File: src/rtl/softmax_max_subtract_stream.sv
// Softmax max-subtract stage: captures a score vector and its maximum, then
// streams saturated (x_i - max) one element per valid/ready beat.
module softmax_max_subtract_stream #(
    parameter int N = 64,
    parameter int W = 16
) (
    input  logic             clk,
    input  logic             rst,
    input  logic             in_valid,
    output logic             in_ready,
    input  logic [N*W-1:0]   in_data,
    input  logic [W-1:0]     in_max,
    output logic             out_valid,
    input  logic             out_ready,
    output logic [W-1:0]     out_data,
    output logic [5:0]       out_index,
    output logic             out_last,
    output logic             out_pos_clamp
);

    localparam int IW = 6;
    localparam logic [IW-1:0] LAST_IDX = IW'(N - 1);

    typedef enum logic {
        IDLE,
        STREAM
    } state_e;

    state_e               state_q, state_d;
    logic [IW-1:0]        idx_q, idx_d;
    logic [N*W-1:0]       vec_q, vec_d;
    logic [W-1:0]         max_q, max_d;

    logic [W-1:0]         elem;
    logic signed [W:0]    diff;
    logic                 pos_clamp;
    logic                 neg_sat;

    // NOTE: every signal written here gets a default first, so no path can infer a latch.
    always_comb begin
        state_d   = state_q;
        idx_d     = idx_q;
        vec_d     = vec_q;
        max_d     = max_q;
        in_ready  = (state_q == IDLE);
        out_valid = (state_q == STREAM);
        case (state_q)
            IDLE: begin
                if (in_valid) begin
                    vec_d   = in_data;
                    max_d   = in_max;
                    idx_d   = '0;
                    state_d = STREAM;
                end
            end
            STREAM: begin
                if (out_ready) begin
                    if (idx_q == LAST_IDX) begin
                        idx_d   = '0;
                        state_d = IDLE;
                    end else begin
                        idx_d = idx_q + IW'(1);
                    end
                end
            end
            default: state_d = IDLE;
        endcase
    end

    // NOTE: state uses non-blocking assignments so all registers update from pre-edge values.
    // The vector store is an ordinary register bank, so it is reset like the rest of the state.
    always_ff @(posedge clk or posedge rst) begin
        if (rst) begin
            state_q <= IDLE;
            idx_q   <= '0;
            vec_q   <= '0;
            max_q   <= '0;
        end else begin
            state_q <= state_d;
            idx_q   <= idx_d;
            vec_q   <= vec_d;
            max_q   <= max_d;
        end
    end

    // Outputs derive only from registered state; the difference is kept at W+1 bits.
    assign elem      = vec_q[int'(idx_q) * W +: W];
    assign diff      = {elem[W-1], elem} - {max_q[W-1], max_q};
    assign pos_clamp = !diff[W] && (diff != '0);
    assign neg_sat   = diff[W] && !diff[W-1];

    always_comb begin
        out_data = diff[W-1:0];
        if (pos_clamp) begin
            out_data = '0;
        end else if (neg_sat) begin
            out_data = {1'b1, {(W-1){1'b0}}};
        end
    end

    assign out_pos_clamp = pos_clamp && (state_q == STREAM);
    assign out_index     = idx_q;
    assign out_last      = (state_q == STREAM) && (idx_q == LAST_IDX);

endmodule
File: config.mk
export PLATFORM = sky130hd
export DESIGN_NAME = softmax_max_subtract_stream
export DESIGN_NICKNAME = d
export VERILOG_FILES = /design/src/rtl/softmax_max_subtract_stream.sv
export SDC_FILE = /design/constraint.sdc
export NUM_CORES = 2
export LEC_CHECK = 0
export CORE_AREA = 2 2 413 415
export CTS_CLUSTER_SIZE = 24
export DETAILED_ROUTE_END_ITERATION = 10
export DIE_AREA = 0 0 415 417
export SETUP_SLACK_MARGIN = 0.05
export SLEW_MARGIN = 30
export SYNTH_ARGS = -nofsm -noshare
export SYNTH_HDL_FRONTEND = slang
export SYNTH_SLANG_ARGS = --single-unit
File: constraint.sdc
create_clock -name clk -period 45.9 [get_ports clk]
set_input_delay 9.18 -clock clk [delete_from_list [all_inputs] [get_ports clk]]
set_output_delay 9.18 -clock clk [all_outputs]
set_load 0.005 [all_outputs]
==> flow_summary.ini <==
[finish]
syn2layout_area_growth_pct = 36.4
final_common_cell = clkdlybuf4s50_1
nets = 4910
final_cell_mix = clkdlybuf4s50_1, dfrtp_1, mux2_2
final_area_um2 = 64600
drive_gt1_share_pct = 40.7

[worst_setup_path]
critical_path.max_stage_delay_ns = 0.93
reg2regPathDepth = 6
cp.arrival_ns = 8.84
r2r-start = out_valid
path_class = register to primary output
cpMaxStageDelayCell = dfrtp_4
path_max_fanout = 45
endpoint_kind = primary output
critPathLaunchType = register
cp-startpoint = out_index[1]
critPathRequiredTime_ns = 36.72
cp_cell_sequence = buf_4, buf_4, buf_16, buf_4, mux4_2, mux4_2, mux4_2, inv_1, ha_1, inv_1, fa_1, a21o_1, a221o_1, a221oi_2, o21bai_1, a21o_1, xnor2_2, a41oi_2, nor2_1, clkdlybuf4s50_1

[sta]
finalClockSkew_ns = 0.0263
fmax_mhz = 55.5
slew_headroom_pct = 34.9
setup_tns_ns = 0
hold_viol = 0
setup_violations = 0
finalCriticalPeriod_ns = 18.02
period_share_pct = 39.3
hold_slack_ns = 0.502
rsz0062_at_grt = false
tightest_slew_ns = 0.976
maxSlewViolCount = 0

[logic_synthesis]
synth_warnings = 0
synth_cell_types = 52
syn_inst = 2807
yosysTopAreaCell = dfrtp_1
avgSynthCellArea_um2 = 16.9
syn_nets = 3870
ys_seq_area_share_pct = 55.3
synth-edff-count = 0
synth_area_leaders = dfrtp_1, mux2_2, mux4_2
async_reset_ff_share_pct = 100
syn-cell-area_um2 = 47400
ys_ff_latch = 1047
ys.flop_type = dfrtp_1
synth_top_cell_area_share_pct = 55.3

[placed_design]
gp_congestion = 0.890
port_buffers = 1069
hpwl_um = 149000
dpl_cell_area_um2 = 60500

[flow_run]
maxCapViolCount = 0

[clock_network]
cts_made_buffers = 120
clkTransAtPathRegs_ns = 0.06
cts_setup_buffers = 0
cts.sinks = 1047
root_buffer = clkbuf_16
cts_resized = 0
cts_buffer_depth = 3
htreeDepth = 3
cts_tree = done
cts_hold_buf = 0
clk_latency_ns = 0.77

[route]
wirelength_um = 190000
firstDrtPassIters = 5
ant_nets = 0
route.detailed.drc = 0
vias = 30500
wl_per_cell_um = 30.7
drtIter0Drc = 2298
vias_per_cell = 4.93

[global_routing]
grt_max_degree = 167
grt_pass1_wl_um = 259000
grt_usage_pct = 21.6
grt_overflow = 0
grt_antenna_before_repair = 79
grt_pass1_vias = 31600

[worst_hold_path]
hold_depth = 1
worstHoldPathType = register to register
min_from = vec_q[865]

[floorplan]
ioPinCount = 1070
die_h_um = 417
die_x_um = 415
core.rowCount = 151
die_area_um2 = 173000
floorplan.initialDensity_pct = 28.1
core_um2 = 169000

[pwr]
vdd_ir_drop_max_mv = 0.0296
leakage_nw = 26.2
power_density_nw_per_um2 = 45.7

[outcome]
outcome = completed
## power breakdown
group	internal, mW	switching [mW]
Sequential	1.03	0.0987
Combinational	0.436	0.415
Clock	0.557	0.413
Total	2.03	0.927
## metal layers
metal / wire (um) / GRT usage [%] / vias to the layer above
li1: - / - / 12800
met2: 97700 / 37.1 / 1023
met5: 184 / 0 / -
met3: 11200 / 4.89 / 244
met4: 5060 / 6.95 / 28
met1: 76300 / 26.8 / 16400
## cell usage after synthesis, types with 2 or more instances
cell type  number
xor2_1          7
o31ai_1         2
ha_1           18
mux2_2       1025
dfrtp_1      1047
o2111ai_1       2
nor2_1         15
a21oi_1        11
xnor2_1         7
buf_1          14
and3_1          6
mux4_2        336
a211o_1         2
a21o_1          5
nor3_1          3
nor2b_1         2
inv_1          23
buf_6           4
buf_2          26
nand3_1         5
o21a_1          2
nand2_1        29
nand4_1         7
a211oi_1        2
nand3b_1        2
o21ai_0        26
a31oi_1         2
clkbuf_1      153
## per-stage QoR
stage          power [mW]  instances  setup WS [ns]  utilization (%)
2_1_floorplan        1.57       2807           7.25                -
6_report             2.95       6194          27.88             38.4
5_1_grt              3.08       6183          27.48             38.3
3_3_place_gp         2.01       5938          28.24             35.9
4_1_cts              3.00       6156          27.42             38.2
3_5_place_dp         2.01       5939          28.29             35.9
## cells by family after synthesis
| logic type | after synthesis | share of synthesized area [%] |
|---|---|---|
| fa+ha+maj | 19 | 0.517 |
| simple gates | 79 | 0.829 |
| mux | 1361 | 40.3 |
| compound gates | 65 | 0.895 |
| flops | 1047 | 55.3 |
| buf+inv | 221 | 1.88 |
| xor+xnor | 15 | 0.293 |
## flip-flops by register name, summed over array words and instances (netlist names)
| register | flops |
|---|---|
| out_valid | 1 |
| max_q | 16 |
| vec_q | 1024 |
| out_index | 6 |
## worst max-delay path: cells and delay by family, from the launching register on
kind                     cells  cell delay (ns)
buffers and inverters        7             2.89
multiplexers                 3             1.63
AO/OA/AOI/OAI                6             1.55
flip-flops                   1             0.93
adder cells (fa/ha/maj)      2             0.56
XOR/XNOR                     1             0.24
AND/OR/NAND/NOR              1             0.17
## final cells by class
class,instances,area [um2]
inverters,24,103
well taps,2218,2780
diodes,34,85.1
flip-flops and latches,1047,26200
repair buffers,1115,11200
clock inverters,42,450
fillers,15800,104000
multi-input cells,1539,20300
clock buffers,175,3470
## worst paths after layout
| check | end | slack, ns |
|---|---|---|
| min in group asynchronous | vec_q[166] | 8.87 |
| hold / removal | vec_q[865] | 0.50 |
| hold reg to reg | vec_q[865] | 0.50 |
| setup / recovery | out_data[10] | 27.88 |
| max in group asynchronous | vec_q[1018] | 33.89 |
| setup reg to reg | vec_q[184] | 41.45 |
No activity file was read; power rests on OpenSTA's default activity.
